==> config.mk <==
export PLATFORM = sky130hd
export DESIGN_NAME = mem_access
export DESIGN_NICKNAME = d
export VERILOG_FILES = /design/src/rtl/mem_pkg.sv /design/src/rtl/mem_align.sv /design/src/rtl/mem_access.sv
export SDC_FILE = /design/constraint.sdc
export NUM_CORES = 1
export LEC_CHECK = 0
export ABC_AREA = 1
export CAP_MARGIN = 40
export CELL_PAD_IN_SITES_DETAIL_PLACEMENT = 0
export CELL_PAD_IN_SITES_GLOBAL_PLACEMENT = 1
export CORE_MARGIN = 1.5
export CORE_UTILIZATION = 34
export DETAILED_ROUTE_END_ITERATION = 6
export HOLD_SLACK_MARGIN = 0.1
export PLACE_DENSITY = 0.89
export SYNTH_ARGS = -nofsm -noshare
export SYNTH_HDL_FRONTEND = slang
export SYNTH_HIERARCHICAL = 1
export SYNTH_SLANG_ARGS = --single-unit
==> constraint.sdc <==
create_clock -name clk -period 2.1 [get_ports clk]
set_input_delay 0.525 -clock clk [delete_from_list [all_inputs] [get_ports clk]]
set_output_delay 0.525 -clock clk [all_outputs]
set_load 0.02 [all_outputs]
==> src/rtl/mem_pkg.sv <==
// Shared definitions for the MEM stage: memory-op codes, FSM states and op predicates.
package mem_pkg;

  typedef enum logic [3:0] {
    MEM_NONE = 4'd0,
    MEM_LB   = 4'd1,
    MEM_LBU  = 4'd2,
    MEM_LH   = 4'd3,
    MEM_LHU  = 4'd4,
    MEM_LW   = 4'd5,
    MEM_SB   = 4'd6,
    MEM_SH   = 4'd7,
    MEM_SW   = 4'd8
  } mem_op_e;

  typedef enum logic {
    IDLE   = 1'b0,
    ACCESS = 1'b1
  } state_e;

  function automatic logic is_load(mem_op_e op);
    return op inside {MEM_LB, MEM_LBU, MEM_LH, MEM_LHU, MEM_LW};
  endfunction

  function automatic logic is_store(mem_op_e op);
    return op inside {MEM_SB, MEM_SH, MEM_SW};
  endfunction

endpackage

==> src/rtl/mem_align.sv <==
// Byte-lane steering: store-side enables/replication/alignment check and load-side extension.
module mem_align
  import mem_pkg::*;
(
  input  mem_op_e     op,
  input  logic [1:0]  addr_lo,
  input  logic [31:0] store_data,
  input  mem_op_e     ld_op,
  input  logic [1:0]  ld_lo,
  input  logic [31:0] rdata,
  output logic [3:0]  be,
  output logic [31:0] wdata,
  output logic        misaligned,
  output logic [31:0] load_data
);

  logic [7:0]  ld_byte;
  logic [15:0] ld_half;

  always_comb begin
    be         = 4'b0000;
    wdata      = store_data;
    misaligned = 1'b0;
    case (op)
      MEM_LB, MEM_LBU, MEM_SB: begin
        be    = 4'b0001 << addr_lo;
        wdata = {4{store_data[7:0]}};
      end
      MEM_LH, MEM_LHU, MEM_SH: begin
        be         = addr_lo[1] ? 4'b1100 : 4'b0011;
        wdata      = {2{store_data[15:0]}};
        misaligned = addr_lo[0];
      end
      MEM_LW, MEM_SW: begin
        be         = 4'b1111;
        misaligned = |addr_lo;
      end
      default: ;
    endcase
  end

  // Little-endian lane select from the captured address
  always_comb begin
    ld_byte   = rdata[{ld_lo, 3'b000} +: 8];
    ld_half   = ld_lo[1] ? rdata[31:16] : rdata[15:0];
    load_data = rdata;
    case (ld_op)
      MEM_LB:  load_data = {{24{ld_byte[7]}}, ld_byte};
      MEM_LBU: load_data = {24'd0, ld_byte};
      MEM_LH:  load_data = {{16{ld_half[15]}}, ld_half};
      MEM_LHU: load_data = {16'd0, ld_half};
      default: load_data = rdata;
    endcase
  end

endmodule

==> src/rtl/mem_access.sv <==
// MIPS MEM stage: issues loads/stores on a req/ack port, stalls upstream while pending,
// and hands the final register-write triple to writeback.
module mem_access
  import mem_pkg::*;
#(
  parameter int unsigned ADDR_W  = 32,
  parameter int unsigned TIMEOUT = 255
) (
  input  logic              clk,
  input  logic              rst,
  input  logic              ex_valid_i,
  input  logic [4:0]        write_r_i,
  input  logic              write_en_i,
  input  logic [31:0]       write_data_i,
  input  logic [31:0]       mm_addr_i,
  input  logic [31:0]       store_data_i,
  input  logic [3:0]        mem_op_i,
  output logic              mem_stall_o,
  output logic              dm_req_o,
  output logic              dm_we_o,
  output logic [ADDR_W-1:0] dm_addr_o,
  output logic [3:0]        dm_be_o,
  output logic [31:0]       dm_wdata_o,
  input  logic              dm_ack_i,
  input  logic [31:0]       dm_rdata_i,
  output logic              wb_valid_o,
  output logic [4:0]        wb_r_o,
  output logic              wb_en_o,
  output logic [31:0]       wb_data_o,
  output logic              addr_err_o,
  output logic              bus_err_o,
  output logic [31:0]       bad_addr_o
);

  localparam int unsigned CNT_W = 16;

  state_e           state;
  logic [CNT_W-1:0] cnt;
  logic [4:0]       cap_r;
  logic             cap_en;
  mem_op_e          cap_op;
  logic [31:0]      cap_addr;

  mem_op_e          op_c;
  logic [3:0]       be_c;
  logic [31:0]      wdata_c;
  logic             misaligned_c;
  logic [31:0]      load_data_c;

  assign op_c        = mem_op_e'(mem_op_i);
  assign mem_stall_o = (state == ACCESS);

  mem_align u_align (
    .op         (op_c),
    .addr_lo    (mm_addr_i[1:0]),
    .store_data (store_data_i),
    .ld_op      (cap_op),
    .ld_lo      (cap_addr[1:0]),
    .rdata      (dm_rdata_i),
    .be         (be_c),
    .wdata      (wdata_c),
    .misaligned (misaligned_c),
    .load_data  (load_data_c)
  );

  always_ff @(posedge clk or negedge rst) begin
    if (!rst) begin
      state      <= IDLE;
      cnt        <= '0;
      cap_r      <= '0;
      cap_en     <= 1'b0;
      cap_op     <= MEM_NONE;
      cap_addr   <= '0;
      dm_req_o   <= 1'b0;
      dm_we_o    <= 1'b0;
      dm_addr_o  <= '0;
      dm_be_o    <= '0;
      dm_wdata_o <= '0;
      wb_valid_o <= 1'b0;
      wb_r_o     <= '0;
      wb_en_o    <= 1'b0;
      wb_data_o  <= '0;
      addr_err_o <= 1'b0;
      bus_err_o  <= 1'b0;
      bad_addr_o <= '0;
    end else begin
      addr_err_o <= 1'b0;
      bus_err_o  <= 1'b0;
      case (state)
        IDLE: begin
          if (!ex_valid_i) begin
            wb_valid_o <= 1'b0;
          end else if (!(is_load(op_c) || is_store(op_c))) begin
            wb_valid_o <= 1'b1;
            wb_r_o     <= write_r_i;
            wb_en_o    <= write_en_i && (write_r_i != 5'd0);
            wb_data_o  <= write_data_i;
          end else if (misaligned_c) begin
            wb_valid_o <= 1'b1;
            wb_r_o     <= write_r_i;
            wb_en_o    <= 1'b0;
            wb_data_o  <= '0;
            addr_err_o <= 1'b1;
            bad_addr_o <= mm_addr_i;
          end else begin
            state      <= ACCESS;
            cnt        <= '0;
            dm_req_o   <= 1'b1;
            dm_we_o    <= is_store(op_c);
            dm_addr_o  <= {mm_addr_i[ADDR_W-1:2], 2'b00};
            dm_be_o    <= be_c;
            dm_wdata_o <= wdata_c;
            cap_r      <= write_r_i;
            cap_en     <= write_en_i;
            cap_op     <= op_c;
            cap_addr   <= mm_addr_i;
            wb_valid_o <= 1'b0;
          end
        end
        ACCESS: begin
          // Ack takes priority over a timeout landing in the same cycle
          if (dm_ack_i) begin
            state      <= IDLE;
            dm_req_o   <= 1'b0;
            wb_valid_o <= 1'b1;
            wb_r_o     <= cap_r;
            wb_en_o    <= is_load(cap_op) && cap_en && (cap_r != 5'd0);
            wb_data_o  <= is_load(cap_op) ? load_data_c : 32'd0;
          end else if (cnt == CNT_W'(TIMEOUT - 1)) begin
            state      <= IDLE;
            dm_req_o   <= 1'b0;
            bus_err_o  <= 1'b1;
            bad_addr_o <= cap_addr;
            wb_valid_o <= 1'b1;
            wb_r_o     <= cap_r;
            wb_en_o    <= 1'b0;
            wb_data_o  <= '0;
          end else begin
            cnt <= cnt + CNT_W'(1);
          end
        end
        default: state <= IDLE;
      endcase
    end
  end

endmodule

### Yosys cells after proc, flatten, opt, wreduce, memory -nomap -nowiden

Cells that the tools add are included.
Widths: inputs -> output; s select.

| word-level totals | value |
|---|---|
| bits in registers | 200 |
| bits in latches | 0 |
| memory bits (writable) | 0 |
| bits in read-only memories | 0 |
| input port bits | 142 |
| output and inout bits | 144 |
| memories | 0 |

| operators by class | value |
|---|---|
| add/subtract/negate cells | 1 |
| multiply operators | 0 |
| divide/modulo/power cells | 0 |
| $lt $le $gt $ge | 0 |
| eq/ne operators | 23 |
| shifts and indexed selects | 2 |
| mux-type cells | 60 |
| bitwise gates (word level) | 2 |
| reductions and logical operators | 18 |

Operator list:

| kind | count |
|---|---|
| $mux 32 | 11 |
| $pmux 32 s2 | 3 |
| $pmux 32 s4 | 1 |
| $mux 16 | 6 |
| $pmux 16 s2 | 1 |
| $shiftx 32x6->8 | 1 |
| $mux 1 | 25 |
| $mux 5 | 5 |
| $eq 4x3->1 const B | 6 |
| $reduce_bool 5->1 | 4 |
| $add 16x1->16 const B | 1 |
| $eq 16x8->1 const B | 1 |
| $eq 4x2->1 const B | 4 |
| $ne 2x2->1 const B | 6 |
| $pmux 4 s3 | 1 |
| $pmux 1 s2 | 5 |
| $pmux 5 s2 | 1 |
| $reduce_and 5->1 | 2 |
| $eq 4x1->1 const B | 2 |
| $reduce_and 4->1 | 2 |
| $reduce_or 3->1 | 2 |
| $eq 4x4->1 const B | 1 |
| $mux 4 | 1 |
| $reduce_or 2->1 | 2 |
| 9 further kinds | 12 |

### Logic depth before layout (Yosys ltp)

| logic depth | value |
|---|---|
| word-level depth | 7 |
| mapped depth | 14 |
| depth with buffers taken out | 12 |

### Cells and area by module

The synthesis kept the hierarchy.

By module, submodules not included:

| module | times used | cells each | area an instance (um^2) |
|---|---|---|---|
| mem_access | 1 | 1,065 | 8,300.5 |
| mem_align | 1 | 360 | 1,574.0 |

### Worst setup path before layout

OpenSTA, ideal clock, no wires.

| path | value |
|---|---|
| path kind | input -> register |
| from | input mem_op_i[0] |
| to | register cap_addr[23] |
| library setup time | 131 ps |
| arrival time | 1,892 ps |
| setup slack | 77 ps |
| stages | 11 |
| path through | inv_1 > nor2_1 > nor2_1 > buf_2 > nand3_1 > a21oi_1 > nor2_1 > nand4_2 > buf_2 > clkbuf_1 > o21ai_0 |

| on the way | value |
|---|---|
| cells in the longest elaborated chain, start to end | 5 |
| elaborated cells on any way between the ends | 16 |
| classes of those cells | 8 x eq/ne; 1 x mux; 1 x bitwise; 6 x reduce/logical |

Ends and longest elaborated chain:

| element | line | text |
|---|---|---|
| start: declaration | mem_access.sv:17 | `input logic [3:0] mem_op_i,` |
| $eq 4x2->1 (tied with other cells) | mem_align.sv:24 | `case (op)` |
| $reduce_or 3->1 or $reduce_or 2->1 (tied branches) | mem_align.sv:24 |  |
| $pmux 1 s2 * | mem_align.sv:24 |  |
| net misaligned_c | mem_access.sv:47 | `logic misaligned_c;` |
| $not 1->1 (no line) * | - |  |
| $reduce_and 4->1 (no line) * | - |  |
| end signal: assignment | mem_access.sv:116 | `cap_addr <= mm_addr_i;` |
| end: declaration | mem_access.sv:42 | `logic [31:0] cap_addr;` |

Mark *: on every way through the listed nets, which the timed path passes. The rest lies on a longest branch.
A chain may end at the register's enable or synchronous reset.

### Worst setup path in the final report

| path | value |
|---|---|
| from | input mem_op_i[2] |
| to | register wb_r_o[0] |

| on the way | value |
|---|---|
| elaborated cells on any way between the ends | 19 |
| classes of those cells | 9 x eq/ne; 4 x mux; 6 x reduce/logical |

RTL lines:

| element | line | text |
|---|---|---|
| $eq 4x2->1 (tied with other cells) | mem_align.sv:24 |  |
| $reduce_or 3->1 or $reduce_or 2->1 (tied branches) | mem_align.sv:24 |  |
| $pmux 1 s2 * | mem_align.sv:24 |  |
| net misaligned_c | mem_access.sv:47 |  |
| $ne 3x3->1 (no line) * | - |  |
| $reduce_and 3->1 (no line) * | - |  |
| end signal: assignment | mem_access.sv:95 | `wb_r_o <= write_r_i;` |
| end signal: assignment | mem_access.sv:100 | `wb_r_o <= write_r_i;` |
| end signal: assignment | mem_access.sv:126 | `wb_r_o <= cap_r;` |
| end: declaration | mem_access.sv:27 | `output logic [4:0] wb_r_o,` |

Mark *: on every way through the listed nets, which the timed path passes. The rest lies on a longest branch. The select of a mux whose other input is x is not followed.

==> metrics <==
Filler cells 2798; fin nets 1819; Synth-to-Final Area Change 40.52%; status completed; largest net degree at the start of global routing 76; H-tree Lvls 4; Yosys reg bits 170; top post-synthesis cells by area dfrtp_1 43%, nand2_1 21%, nand3_1 9.8%, o21ai_0 6.7%, inv_1 4.8%; commonest non-fill, non-tap cell in the layout nand2_1; Unique masters post-synth 33; VDD IR max 476.4 uV; num rows 62; Worst Reg-to-Reg Cells 12; Worst-Skew Late Latency 0.43 ns; Residual DRC 0; GR Util All Layers 20.78%; DR vias/cell 4.800; WP data required 2.41 ns; Die Width 173.4 microns; CP Capture Type flop; vias in the first global route 9557; layout cells sized above 1 7.820%; Syn Area/Cell 6.929 sq um; detailed placement HPWL 22.66 mm; Final GP Congestion 0.8840; Post-Synthesis Cells 1425; WP data arrival 2.33 ns; Die Span Y 173.4 microns; area of the core 28630 sq um; TritonCTS buffer count 17; Final WS setup 0.08408 ns; Tmin final 2.016 ns; CTS Buffer Depth 2; Synth top area share 43.08%; Clk pin slew, worst setup/hold paths 0.07 ns; Main synth FF type dfrtp_1; YS warnings 6; Total Power 0.01398 W; DRT antenna net count 0; Synth async-reset ratio 100.0%; Slew Viols, Final 0; Initial Util 34.50%; CTS root buf clkbuf_16; total vias in the final route 9951; Rel. slew slack 53.86%; register area share after synthesis 43.08%; Post-synth EDFFs 0; CTS tree built; endpoints failing hold 0; Post-Layout Cell Count 2073; DP Cell Count 2032; Cell Pwr Density 1007 nW/um^2; DR iter-0 viols 705; maxcap violations 0; final wirelength 31.90 mm; Mapped Area 9874 sq um; first-pass GRT wire length 50.43 mm; leakage 6.956 nW; Final Core Density 48.47%; reg-to-reg setup timing slack 0.15 ns; Worst Path Max Fanout 10; routed len/inst 15.39 microns; Yosys top cell by area dfrtp_1; pre-CTS WS -0.3791 ns; hold crit path type flop to flop; Setup CP Type input pin to flop; input/output buffers 283; clk_skew 0.01602 ns; Worst Hold Depth 2; CTS Sinks 170; antenna violations before repair 1; TritonRoute pass-1 iters 5; # IOs 286; die area 30070 sq um; Final period util 96.00%; Worst Setup Start Kind input pin; most frequent cells in the layout 561 x nand2_1, 279 x clkdlybuf4s50_1, 194 x nand3_1; f_max 0.4961 GHz; Tightest Pin Transition 0.6921 ns; # setup viols final 0; grt ovf 0
## sequential cells by signal (all words and copies together) (netlist names), 4 cells and up
| register | flops |
|---|---|
| bad_addr_o | 32 |
| cap_addr | 32 |
| dm_wdata_o | 32 |
| wb_data_o | 32 |
| cnt | 16 |
| cap_r | 5 |
| wb_r_o | 5 |
| cap_op | 4 |
| dm_be_o | 4 |
## cells by family (layout without fill, tap and decap cells)
| family | count (synthesis) | after routing | share of synthesized area, % |
|---|---|---|---|
| AO/OA/AOI/OAI | 156 | 156 | 8.122 |
| XOR/XNOR | 7 | 7 | 0.6209 |
| adder cells (fa/ha/maj) | 2 | 2 | 0.2534 |
| buffers and inverters | 252 | 514 | 12.54 |
| flip-flops | 170 | 170 | 43.08 |
| other | 1 | 3 | 0.03798 |
| AND/OR/NAND/NOR | 837 | 837 | 35.34 |
## what timing repair did
action | in CTS | in global routing
endpoints found under the setup margin | 1 | 132
setup buffers | 0 | 2
resized for setup | 1 | 12
hold endpoints to repair | 15 | 0
hold buffers | 1 | 0
cloned | 0 | 5
pin swaps | 0 | 5
## path summary, 6_finish.rpt
check,from,to
min in group asynchronous,rst,bad_addr_o[21]$_DFFE_PN0P_
max,mem_op_i[2],wb_r_o[0]$_DFFE_PN0P_
min,wb_r_o[1]$_DFFE_PN0P_,wb_r_o[1]$_DFFE_PN0P_
max reg2reg,cap_op[0]$_DFFE_PN0P_,wb_data_o[20]$_DFFE_PN0P_
max in group asynchronous,rst,wb_data_o[7]$_DFFE_PN0P_
min reg2reg,wb_r_o[1]$_DFFE_PN0P_,wb_r_o[1]$_DFFE_PN0P_
## routing by layer
metal | vias up | routed length, microns | track usage, %
li1 | 4956 | - | -
met1 | 4637 | 14130 | 27.15
met2 | 315 | 15170 | 34.55
met3 | 43 | 1969 | 4.496
met4 | 0 | 627 | 6.014
met5 | - | 0 | 0
## synthesized netlist by cell type (2+ instances only)
library cell and instances:
buf_4 49, nor2_2 7, buf_2 44, nor2_1 47, inv_1 126, ha_1 2, nand2_1 563, clkbuf_1 15
nand4_1 6, buf_6 7, o21bai_1 4, inv_2 5, clkinv_1 2, xor2_1 7, buf_1 3, nand3_1 194
a21oi_1 2, o21ai_0 132, nand2_2 10, o21ai_1 15, nor3_1 4, dfrtp_1 170
## power breakdown
group	leakage (nW)	switching, W	internal [W]
registers	2.17	0.000631	0.00417
clock network	0.282	0.00145	0.00173
logic	4.50	0.00333	0.00266
## through the flow
stage	hold WS, ns	TNS, ns	area (sq um)
floorplan	0.2294	0	9878
global placement	0.3876	-48.43	13090
detailed placement	0.3918	-52.65	13110
CTS	0.4752	0	13700
global route	0.4933	-0.006872	13880
finish	0.4717	0	13880
## critical path, cell delays in order
cell and delay, ns:
clkdlybuf4s50_1 0.51, inv_1 0.07, o21ai_1 0.16, nand3_1 0.11, a21oi_2 0.18, nand3b_1 0.16, nand2_2 0.08, nand2_4 0.12
nand2_8 0.10, clkbuf_16 0.19, nand2_1 0.06, nand2_1 0.04
## layout make-up
| class | count | area, sq um | area share (%) |
|---|---|---|---|
| flip-flops and latches | 170 | 4255 | 30.67 |
| clock inverters | 13 | 135.1 | 0.9739 |
| well taps | 384 | 480.5 | 3.463 |
| clock buffers | 19 | 452.9 | 3.264 |
| diodes | 1 | 2.502 | 0.01803 |
| repair buffers | 349 | 3621 | 26.10 |
| inverters | 133 | 499.2 | 3.598 |
| multi-input cells | 1004 | 4429 | 31.92 |
Power figures use the tool's default switching activity.
